$ cat src/rtl/booth_pkg.sv
// Shared Booth select encodings and the sequencer state type used by the encoder.
package booth_pkg;

  localparam int unsigned SEL_W = 4;

  // out_sel bit order is {X1, X2, NEG1, NEG2}
  localparam logic [SEL_W-1:0] SEL_ZERO = 4'b0000;
  localparam logic [SEL_W-1:0] SEL_P1   = 4'b1000;
  localparam logic [SEL_W-1:0] SEL_P2   = 4'b0100;
  localparam logic [SEL_W-1:0] SEL_N1   = 4'b0010;
  localparam logic [SEL_W-1:0] SEL_N2   = 4'b0001;

  typedef enum logic {
    IDLE,
    EMIT
  } state_e;

endpackage

$ cat src/rtl/booth_digit_enc.sv
// Radix-4 Booth triplet {y[2i+1], y[2i], y[2i-1]} to one-hot-or-zero partial-product select.
module booth_digit_enc
  import booth_pkg::*;
(
  input  logic [2:0]       i_trip,
  output logic [SEL_W-1:0] o_sel
);

  always_comb begin
    o_sel = SEL_ZERO;
    unique case (i_trip)
      3'b001, 3'b010: o_sel = SEL_P1;
      3'b011:         o_sel = SEL_P2;
      3'b100:         o_sel = SEL_N2;
      3'b101, 3'b110: o_sel = SEL_N1;
      default:        o_sel = SEL_ZERO;
    endcase
  end

endmodule

$ cat src/rtl/booth_seq_encoder.sv
// Sequential radix-4 Booth encoder: captures one multiplier, emits one select beat per group.
// Optional zero-digit skipping is enabled by defining BOOTH_SKIP_ZERO_EN.
module booth_seq_encoder
  import booth_pkg::*;
#(
  parameter int unsigned  MUL_W = 16,
  localparam int unsigned NG    = MUL_W / 2,
  localparam int unsigned IDX_W = $clog2(NG)
) (
  input  logic             clk,
  input  logic             rst_n,
  input  logic             in_valid,
  output logic             in_ready,
  input  logic [MUL_W-1:0] in_mul,
  output logic             out_valid,
  input  logic             out_ready,
  output logic [SEL_W-1:0] out_sel,
  output logic [IDX_W-1:0] out_idx,
  output logic             out_last
);

  state_e           r_state, w_state_nxt;
  logic [MUL_W-1:0] r_mul, w_mul_nxt;
  logic [IDX_W-1:0] r_idx, w_idx_nxt;

  logic [MUL_W:0]   w_ext;
  logic [2:0]       w_trip_r [NG];
  logic [SEL_W-1:0] w_sel;
  logic [IDX_W-1:0] w_start_idx;
  logic [IDX_W-1:0] w_step_idx;
  logic             w_last;

  // Appending y[-1] = 0 lets every group be a plain 3-bit slice
  assign w_ext = {r_mul, 1'b0};

  for (genvar g = 0; g < NG; g++) begin : g_trip
    assign w_trip_r[g] = w_ext[2*g +: 3];
  end

  booth_digit_enc u_digit_enc (
    .i_trip (w_trip_r[r_idx]),
    .o_sel  (w_sel)
  );

`ifdef BOOTH_SKIP_ZERO_EN
  logic [MUL_W:0] w_ext_in;
  logic [NG-1:0]  w_nz_in;
  logic [NG-1:0]  w_nz_r;

  assign w_ext_in = {in_mul, 1'b0};

  // A digit is zero exactly when its triplet is all-zeros or all-ones
  for (genvar g = 0; g < NG; g++) begin : g_nz
    assign w_nz_in[g] = (w_ext_in[2*g +: 3] != 3'b000) && (w_ext_in[2*g +: 3] != 3'b111);
    assign w_nz_r[g]  = (w_trip_r[g] != 3'b000) && (w_trip_r[g] != 3'b111);
  end

  // Start at the lowest nonzero group; an all-zero operand still gets one beat at idx 0
  always_comb begin
    w_start_idx = '0;
    for (int j = NG - 1; j >= 0; j--) begin
      if (w_nz_in[j]) w_start_idx = IDX_W'(j);
    end
  end

  always_comb begin
    w_step_idx = r_idx;
    w_last     = 1'b1;
    for (int j = NG - 1; j >= 0; j--) begin
      if (w_nz_r[j] && (j > int'(r_idx))) begin
        w_step_idx = IDX_W'(j);
        w_last     = 1'b0;
      end
    end
  end
`else
  assign w_start_idx = '0;
  assign w_step_idx  = r_idx + 1'b1;
  assign w_last      = (r_idx == IDX_W'(NG - 1));
`endif

  always_comb begin
    w_state_nxt = r_state;
    w_mul_nxt   = r_mul;
    w_idx_nxt   = r_idx;
    case (r_state)
      IDLE: begin
        if (in_valid) begin
          w_state_nxt = EMIT;
          w_mul_nxt   = in_mul;
          w_idx_nxt   = w_start_idx;
        end
      end
      EMIT: begin
        if (out_ready) begin
          if (w_last) begin
            w_state_nxt = IDLE;
            w_idx_nxt   = '0;
          end else begin
            w_idx_nxt   = w_step_idx;
          end
        end
      end
      default: w_state_nxt = IDLE;
    endcase
  end

  always_ff @(posedge clk or negedge rst_n) begin
    if (!rst_n) begin
      r_state <= IDLE;
      r_mul   <= '0;
      r_idx   <= '0;
    end else begin
      r_state <= w_state_nxt;
      r_mul   <= w_mul_nxt;
      r_idx   <= w_idx_nxt;
    end
  end

  // Outputs decode straight from state so reset clears them without a clock edge
  assign in_ready  = (r_state == IDLE);
  assign out_valid = (r_state == EMIT);
  assign out_sel   = out_valid ? w_sel : SEL_ZERO;
  assign out_idx   = r_idx;
  assign out_last  = out_valid & w_last;

endmodule

$ cat config.mk
export PLATFORM = sky130hd
export DESIGN_NAME = booth_seq_encoder
export DESIGN_NICKNAME = d
export VERILOG_FILES = /design/src/rtl/booth_pkg.sv /design/src/rtl/booth_digit_enc.sv /design/src/rtl/booth_seq_encoder.sv
export SDC_FILE = /design/constraint.sdc
export NUM_CORES = 1
export LEC_CHECK = 0
export CAP_MARGIN = 10
export CORE_MARGIN = 1
export CORE_UTILIZATION = 46
export DETAILED_ROUTE_END_ITERATION = 8
export MAX_ROUTING_LAYER = met4
export PLACE_DENSITY = 0.85
export SYNTH_ARGS = -nofsm -noshare
export SYNTH_HDL_FRONTEND = slang
export SYNTH_SLANG_ARGS = --single-unit
$ cat constraint.sdc
create_clock -name clk -period 2.6 [get_ports clk]
set_input_delay 0.52 -clock clk [delete_from_list [all_inputs] [get_ports clk]]
set_output_delay 0.52 -clock clk [all_outputs]
set_load 0.05 [all_outputs]
==> flow_summary.json, run 1 <==
{
  "fin_util_pct": 71.05,
  "relSlewSlack_pct": 66.65,
  "place.gp.congestion": 0.7915,
  "finalCritPeriodShare_pct": 104.3,
  "maxCapViolations": 0,
  "grt_use_total_pct": 20.59,
  "synthDistinctLibCells": 28,
  "finalClockSkew_ns": 0.004307,
  "status": "finished with violations",
  "fin_crit_ns": 2.711,
  "worstSetupPathType": "reg2out",
  "crit_fanout": 6,
  "regToRegSetupSlack_ns": 1.13,
  "cts.path.max_buffers": 2,
  "cp-end-kind": "output port",
  "route.detailed.drc": 0,
  "diodes": 0,
  "drt_iter0_drc": 8,
  "synth-warning-count": 0,
  "grt_max_degree": 21,
  "rr_worst_depth": 7,
  "hold_class": "reg2reg",
  "rsz0062_at_grt": "true",
  "h-tree-depth": 1,
  "wl_per_cell_um": 14.65,
  "ys_seq_elements": 20,
  "detail-route-antenna-nets": 0,
  "fp.dieH_um": 50.03,
  "cts-root-buf": "clkbuf_4",
  "overflow": 0,
  "first_pass_iters": 4,
  "antenna_found_initial": 0,
  "timing.rr.start": "out_idx[1]",
  "placement.cell_area_mm2": 0.001450,
  "most-common-layout-cells": "24 x clkdlybuf4s50_1, 16 x dfrtp_1, 14 x mux2_2",
  "initial_core_util_pct": 48.43,
  "finalSetupViolations": 4,
  "grt_pass1_vias": 854,
  "worstMarginPinSlew_ns": 0.4987,
  "final_common_cell": "clkdlybuf4s50_1",
  "drive_gt1_share_pct": 38.66,
  "cp.required_ns": 2.08,
  "slew_violations": 0,
  "synthesis.nets": 107,
  "grt_pass1_wl_um": 3788,
  "clk_latency_ns": 0.30,
  "r2r-end": "out_idx[1]",
  "die_area_mm2": 0.002503,
  "std_cell_rows": 17,
  "fmaxAchievable_ghz": 0.3689,
  "syn_area_per_cell_um2": 12.48,
  "via_count": 815,
  "worstSetupStartpointType": "flop",
  "min_from": "r_mul[6]",
  "viasPerCell": 5.544,
  "place_hpwl_um": 1558,
  "worst_slack_ns": -0.1111,
  "chipWidth_um": 50.03,
  "netlist_area_mm2": 0.001061,
  "violations": "setup timing",
  "finalHoldViolations": 0,
  "finalWirelength_um": 2153,
  "ys_seq_area_share_pct": 47.17,
  "hold_path_end": "r_mul[6]",
  "final_area_mm2": 0.001556,
  "postSynthCellCount": 85,
  "cts_tree": "built",
  "critPathArrivalTime_ns": 2.19,
  "fin_nets": 142,
  "pin_count": 30,
  "holdPathStages": 1,
  "portBuffers": 29,
  "cts_hold_buf": 0,
  "coreArea_mm2": 0.002191,
  "numClockSinks": 20,
  "syn2layout_area_growth_pct": 46.70,
  "path_clk_slew_ns": 0.11,
  "numCtsBuffers": 3
}
[synthesized netlist by cell type]
library cell	n	area, um^2
and3_1	1	6.260
mux4_2	3	67.56
o21ai_0	1	5.000
nand2b_1	2	12.51
o22ai_1	3	18.77
nor2b_1	3	18.77
ha_1	2	25.02
and3b_1	1	8.760
dfrtp_1	20	500.5
nand3b_1	1	7.510
nand2_1	4	15.01
a211o_1	1	8.760
mux2_1	5	56.30
or4_1	1	7.510
mux2_2	14	157.7
inv_1	2	7.510
nor3_1	2	10.01
and2_1	1	6.260
a2111oi_0	1	8.760
clkbuf_1	2	7.510
mux2i_1	4	40.04
nor2_1	2	7.510
o31ai_1	2	15.01
buf_2	2	10.01
and2b_1	1	7.510
buf_4	1	7.510
a21oi_1	2	10.01
a21boi_1	1	7.510
[critical path, cell delays in order (launching register included)]
cell and delay, ns:
dfrtp_2 0.47, buf_6 0.15, mux2i_1 0.11, and3_1 0.20, or4_4 0.56, and2b_4 0.28
buf_12 0.13
[layout make-up]
class,count,area (um^2)
Fill cell,147,634.4
Multi-Input combinational cell,58,588.1
Sequential cell,20,505.5
Timing Repair Buffer,35,364.1
Tap cell,28,35.03
Clock inverter,1,30.03
Clock buffer,3,22.52
Inverter,2,11.26
[repair_timing]
| item | 4_1_cts | 5_1_grt |
|---|---|---|
| setup buffers | 3 | 1 |
| setup endpoints to repair | 4 | 4 |
| gates resized for setup | 4 | 2 |
| gates cloned | 0 | 0 |
| pin swaps | 1 | 1 |
[flip-flops by register name (all words and copies together) (netlist names)]
name / cells
r_mul: 16
out_valid: 1
out_idx: 3
[per-layer routing]
layer	global-route usage (%)	routed length, um	vias up
met5	-	0	-
met3	2.160	64	8
li1	-	-	378
met1	26.10	901	406
met2	31.33	1122	23
met4	12.86	65	0
[how the worst max path moves through the flow]
stage	start	endpoint	slack (ns)	cells past startpoint
6_report	out_idx[1]	out_sel[0]	-0.11	6
4_1_cts	out_idx[1]	out_sel[0]	-0.09	6
3_3_place_gp	out_idx[1]	out_sel[0]	0.14	5
3_5_place_dp	out_idx[1]	out_sel[0]	0.11	5
2_1_floorplan	out_idx[1]	out_sel[1]	-0.03	5
5_1_grt	out_idx[1]	out_sel[0]	-0.19	6
[stage by stage]
| step | setup TNS, ns | worst slack [ns] | instances | hold WS (ns) |
|---|---|---|---|---|
| floorplan | -0.05433 | -0.02717 | 85 | 0.2244 |
| global placement | 0 | 0.1365 | 139 | 0.4709 |
| detailed placement | 0 | 0.1118 | 139 | 0.4766 |
| CTS | -0.2036 | -0.08895 | 146 | 0.5035 |
| global route | -0.5601 | -0.1921 | 147 | 0.5427 |
| finish | -0.1989 | -0.1111 | 147 | 0.5055 |
[cells by family after synthesis]
kind of cell | count (synthesis) | synth area share [%]
compound gates | 11 | 6.957
mux | 26 | 30.31
fa+ha+maj | 2 | 2.358
buf+inv | 7 | 3.067
flops | 20 | 47.17
simple gates | 19 | 10.14
Power of run 1 is not shown: default switching activity piles up to over one toggle a cycle in this logic, so the estimate is an artifact.
==> inputs of run 2 (changes only) <==
--- a/config.mk
+++ b/config.mk
@@ -9,8 +9,11 @@
 export CORE_MARGIN = 1
 export CORE_UTILIZATION = 46
 export DETAILED_ROUTE_END_ITERATION = 8
+export HOLD_SLACK_MARGIN = 0.15
 export MAX_ROUTING_LAYER = met4
 export PLACE_DENSITY = 0.85
+export SKIP_LAST_GASP = 1
 export SYNTH_ARGS = -nofsm -noshare
 export SYNTH_HDL_FRONTEND = slang
+export SYNTH_HIERARCHICAL = 1
 export SYNTH_SLANG_ARGS = --single-unit
==> run 2 against run 1 <==
The flow still finishes with violations (setup timing). Synthesized area up 1.2%. Worst setup slack got worse by 0.035 ns. Wire length shrank 6.5%. Utilization decreased by 2.0 points. Critical endpoint is now out_sel[1]. Highest routed layer unchanged.
==> flow_summary.json, run 2 <==
{
  "status": "finished with violations",
  "violations": "setup timing",
  "yosys.area.top_type": "dfrtp_1",
  "slew_violations": 0,
  "critPathArrivalTime_ns": 2.23,
  "synthesis.nets": 97,
  "fin_crit_ns": 2.746,
  "std_cell_rows": 17,
  "worstSetupPathType": "reg2out",
  "first_pass_iters": 3,
  "grt_pass1_vias": 805,
  "cts_hold_buf": 0,
  "cp.required_ns": 2.08,
  "finalHoldViolations": 0,
  "place_hpwl_um": 1428,
  "finish.cell_count_without_fillers": 139,
  "coreArea_mm2": 0.002212,
  "hold_class": "reg2reg",
  "grt_pass1_wl_um": 3670,
  "cts_tree": "built",
  "drive_gt1_share_pct": 45.05,
  "place.gp.congestion": 0.8159,
  "synth_area_leaders": "dfrtp_1 47%, mux2_2 22%, mux4_1 9.8%, and2_1 2.9%, ha_1 2.3%",
  "diodes": 0,
  "cp-end-kind": "output port",
  "crit_family": "multiplexers",
  "wl_per_cell_um": 14.49,
  "viasPerCell": 5.338,
  "path_clk_slew_ns": 0.11,
  "numCtsBuffers": 3,
  "slowest_delay_ns": 0.53,
  "die_area_mm2": 0.002531,
  "syn_area_per_cell_um2": 14.31,
  "chipWidth_um": 50.31,
  "rsz0062_at_grt": "true",
  "synthDistinctLibCells": 23,
  "fp.dieH_um": 50.31,
  "powerDensity_mw_per_mm2": 1568,
  "crit_fanout": 8,
  "fin_nets": 134,
  "overflow": 0,
  "yosys-top-cells-count": "21 x mux2_2, 20 x dfrtp_1, 5 x and2_1",
  "ys_seq_area_share_pct": 46.62,
  "via_count": 742,
  "initial_core_util_pct": 48.53,
  "final_common_cell": "clkdlybuf4s50_1",
  "detail-route-antenna-nets": 0,
  "netlist_area_mm2": 0.001074,
  "p_leak_nw": 0.6815,
  "synth_edf_count": 0,
  "numClockSinks": 20,
  "finalCritPeriodShare_pct": 105.6,
  "portBuffers": 29,
  "path_buf_inv": 1,
  "antenna_found_initial": 0,
  "worst_slack_ns": -0.1461,
  "timing.hold.ws_ns": 0.5229,
  "ys.flop_type": "dfrtp_1",
  "cts-root-buf": "clkbuf_4",
  "largest_register_ffs": 16,
  "yosysMostFrequentCell": "mux2_2",
  "netlist.area_leader.share_pct": 46.62,
  "setup.worst_path.start": "out_idx[1]",
  "most-common-layout-cells": "24 x clkdlybuf4s50_1, 18 x dfrtp_1, 17 x mux2_2",
  "dpl.cell_count": 129,
  "h-tree-depth": 1,
  "slowest_stage": "mux4_2",
  "max_flop_register": "r_mul",
  "timing.rr.start": "out_idx[1]",
  "synth_async_sr_flop_share_pct": 100.0,
  "finalSetupViolations": 4,
  "route.detailed.drc": 0,
  "syn2layout_area_growth_pct": 42.19,
  "grt_max_degree": 21,
  "worstMarginPinSlew_ns": 0.5183,
  "vdd_drop_max_mv": 1.232,
  "relSlewSlack_pct": 65.34,
  "synth-warning-count": 6,
  "maxCapViolations": 0,
  "finalClockSkew_ns": 0.002217,
  "grt_use_total_pct": 20.59,
  "finalWirelength_um": 2014,
  "drt_iter0_drc": 6,
  "clk_latency_ns": 0.30,
  "min_from": "r_mul[10]",
  "pin_count": 30,
  "postSynthCellCount": 75,
  "crit_chain": "mux2_4 > mux4_2 > xnor2_2 > nor2b_1 > and2_4 > buf_12",
  "ys_seq_elements": 20,
  "cts.path.max_buffers": 2,
  "fmaxAchievable_ghz": 0.3642,
  "worstSetupStartpointType": "flop"
}
[run 2: layer usage]
metal  track usage (%)  vias to the layer above  part of all wire, %  wire, um
met5                 -                        -                    0         0
met4             9.722                        0                  1.9        38
met3             5.455                        4                  3.2        65
met2             32.00                       19                   54      1080
met1             25.05                      369                   41       830
li1                  -                      350                    -         -
[run 2: logic make-up after synthesis]
group | share of synthesized area (%)
muxes | 34.85
DFF | 46.62
and+or+nand+nor | 8.741
buffers and inverters | 3.729
AOI/OAI and AO/OA | 2.914
adders and majority gates | 2.331
xor gates and xnor gates | 0.8160
[run 2: cell type report]
class,count,area (um^2)
clock buffers,4,36.28
fillers,177,685.7
inverters,1,3.754
multi-input cells,49,560.5
flip-flops and latches,20,503.0
well taps,28,35.03
repair buffers,37,387.9
[run 2: final timing paths]
| check | end | slack (ns) | cells after the start |
|---|---|---|---|
| max reg2reg | out_idx[0] | 1.11 | 5 |
| max in group asynchronous | out_idx[2] | 1.83 | 2 |
| min reg2reg | r_mul[10] | 0.52 | 1 |
| min | r_mul[10] | 0.52 | 1 |
| max | out_sel[1] | -0.15 | 6 |
| min in group asynchronous | r_mul[3] | 0.54 | 2 |
[run 2: metrics by stage]
step	cell area (um^2)	worst slack (ns)	utilization (%)	total power, mW	TNS [ns]
3_5_place_dp	1421	0.1462	64.25	2.017	0
4_1_cts	1509	-0.1178	68.21	2.330	-0.3453
2_1_floorplan	1080	0.03288	-	1.501	0
3_3_place_gp	1421	0.1682	64.25	1.968	0
6_report	1526	-0.1461	69.00	2.394	-0.3343
5_1_grt	1526	-0.2216	69.00	2.526	-0.6626
[run 2: power by group]
part	switching, mW	total, mW	internal (mW)	leakage, nW
registers	0.140	0.599	0.459	0.239
logic	0.708	1.61	0.906	0.422
clock network	0.0945	0.180	0.0854	0.0210
total	0.943	2.39	1.45	0.682
[run 2: timing repair]
item,4_1_cts,5_1_grt
endpoints found under the hold margin,0,0
pin swaps,1,2
resized for setup,6,5
setup buffers,4,2
endpoints found under the setup margin,4,4
Power figures use the tool's default switching activity.
==> inputs of run 3 (changes only) <==
--- a/config.mk
+++ b/config.mk
@@ -12,6 +12,7 @@
 export HOLD_SLACK_MARGIN = 0.15
 export MAX_ROUTING_LAYER = met4
 export PLACE_DENSITY = 0.85
+export SKIP_CTS_REPAIR_TIMING = 1
 export SKIP_LAST_GASP = 1
 export SYNTH_ARGS = -nofsm -noshare
 export SYNTH_HDL_FRONTEND = slang
==> run 3 against run 2 <==
The flow still finishes with violations (setup timing). Cell count grew 0.72%. Die area did not move. First-iteration DRC count did not move. Flip-flop and latch count unchanged. Global-route usage fell by 1.2 points.
==> flow_summary.json, run 3 (synthesized netlist as in run 2, its figures left out) <==
{
  "route.detailed.drc": 0,
  "chipWidth_um": 50.31,
  "detail-route-antenna-nets": 0,
  "cts_tree": "built",
  "vdd_drop_max_mv": 1.199,
  "cp.required_ns": 2.08,
  "coreArea_mm2": 0.002212,
  "clk_latency_ns": 0.30,
  "fp.dieH_um": 50.31,
  "first_pass_iters": 4,
  "numClockSinks": 20,
  "status": "finished with violations",
  "std_cell_rows": 17,
  "p_leak_nw": 0.6827,
  "overflow": 0,
  "met3_usage_pct": 5.152,
  "critPathArrivalTime_ns": 2.23,
  "finalClockSkew_ns": 0.003004,
  "maxCapViolations": 0,
  "rsz0062_at_grt": "true",
  "finalSetupViolations": 4,
  "max_flop_register": "r_mul",
  "crit_fanout": 6,
  "worst_slack_ns": -0.1547,
  "powerDensity_mw_per_mm2": 1590,
  "worstSetupPathType": "reg2out",
  "portBuffers": 29,
  "antenna_found_initial": 0,
  "numCtsBuffers": 3,
  "final_common_cell": "clkdlybuf4s50_1",
  "place.gp.congestion": 0.8159,
  "met2_usage_pct": 31.78,
  "pin_count": 30,
  "grt_use_met1_pct": 22.18,
  "fmaxAchievable_ghz": 0.3630,
  "cp-end-kind": "output port",
  "fin_util_pct": 69.34,
  "fin_crit_ns": 2.755,
  "relSlewSlack_pct": 65.69,
  "finalCritPeriodShare_pct": 106.0,
  "hold_class": "reg2reg",
  "cts.path.max_buffers": 2,
  "wl_per_cell_um": 15.11,
  "grt_pass1_vias": 780,
  "p_total_mw": 2.439,
  "worstSetupStartpointType": "flop",
  "slew_violations": 0,
  "h-tree-depth": 1,
  "cts-root-buf": "clkbuf_4",
  "grt_use_total_pct": 19.37,
  "viasPerCell": 5.314,
  "finalWirelength_um": 2115,
  "place_hpwl_um": 1428,
  "largest_register_ffs": 16,
  "fin_nets": 135,
  "most-common-layout-cells": "24 x clkdlybuf4s50_1, 18 x dfrtp_1, 16 x mux2_2",
  "grt_max_degree": 21,
  "worstMarginPinSlew_ns": 0.5131,
  "diodes": 0,
  "grt_pass1_wl_um": 3443,
  "drive_gt1_share_pct": 47.32,
  "top_usage_layer": "met2",
  "via_count": 744,
  "die_area_mm2": 0.002531,
  "initial_core_util_pct": 48.53,
  "path_clk_slew_ns": 0.11,
  "syn2layout_area_growth_pct": 42.89,
  "finalHoldViolations": 0,
  "drt_iter0_drc": 6,
  "dp_slack_ns": 0.1462,
  "violations": "setup timing"
}
==> run 3: worst paths after layout <==
check                                start          to  slack, ns  depth (start not counted)
min in group asynchronous            rst_n   r_mul[15]       0.54                          2
max in group asynchronous            rst_n  out_idx[2]       1.83                          2
worst max-delay path            out_idx[1]  out_sel[1]      -0.15                          6
worst max register to register  out_idx[1]  out_idx[0]       1.14                          5
worst min-delay path             r_mul[14]   r_mul[14]       0.52                          1
worst min register to register   r_mul[14]   r_mul[14]       0.52                          1
==> run 3: worst max-delay path, stage by stage, from the launching register on <==
cell     delay, ns
dfrtp_2       0.48
mux2_4        0.31
mux4_2        0.54
xnor2_2       0.18
nor2b_1       0.14
and2_4        0.16
buf_12        0.13
==> run 3: stage by stage <==
stage	area (um^2)	hold slack [ns]	TNS, ns	cells
after global routing	1534	0.5384	-0.6548	140
after global placement	1421	0.4862	0	129
final	1534	0.5166	-0.3549	140
after CTS	1458	0.5179	-0.5667	133
after floorplan	1080	0.2244	0	75
after detailed placement	1421	0.4923	0	129
==> run 3: layout make-up <==
type                    instances  area, um^2
fillers                       173       678.2
multi-input cells              49       556.8
flip-flops and latches         20       503.0
repair buffers                 38       399.1
clock buffers                   4       36.28
well taps                      28       35.03
inverters                       1       3.754
==> run 3: power breakdown <==
| part | switching (mW) | internal (mW) | total, mW |
|---|---|---|---|
| combinational | 0.723 | 0.929 | 1.65 |
| clock | 0.0933 | 0.0854 | 0.179 |
| sequential | 0.149 | 0.459 | 0.608 |
==> run 3: layer usage <==
layer / up-vias / wire [um]
met3: 4 / 64
met4: 0 / 25
li1: 348 / -
met2: 17 / 1141
met1: 375 / 884
met5: - / 0
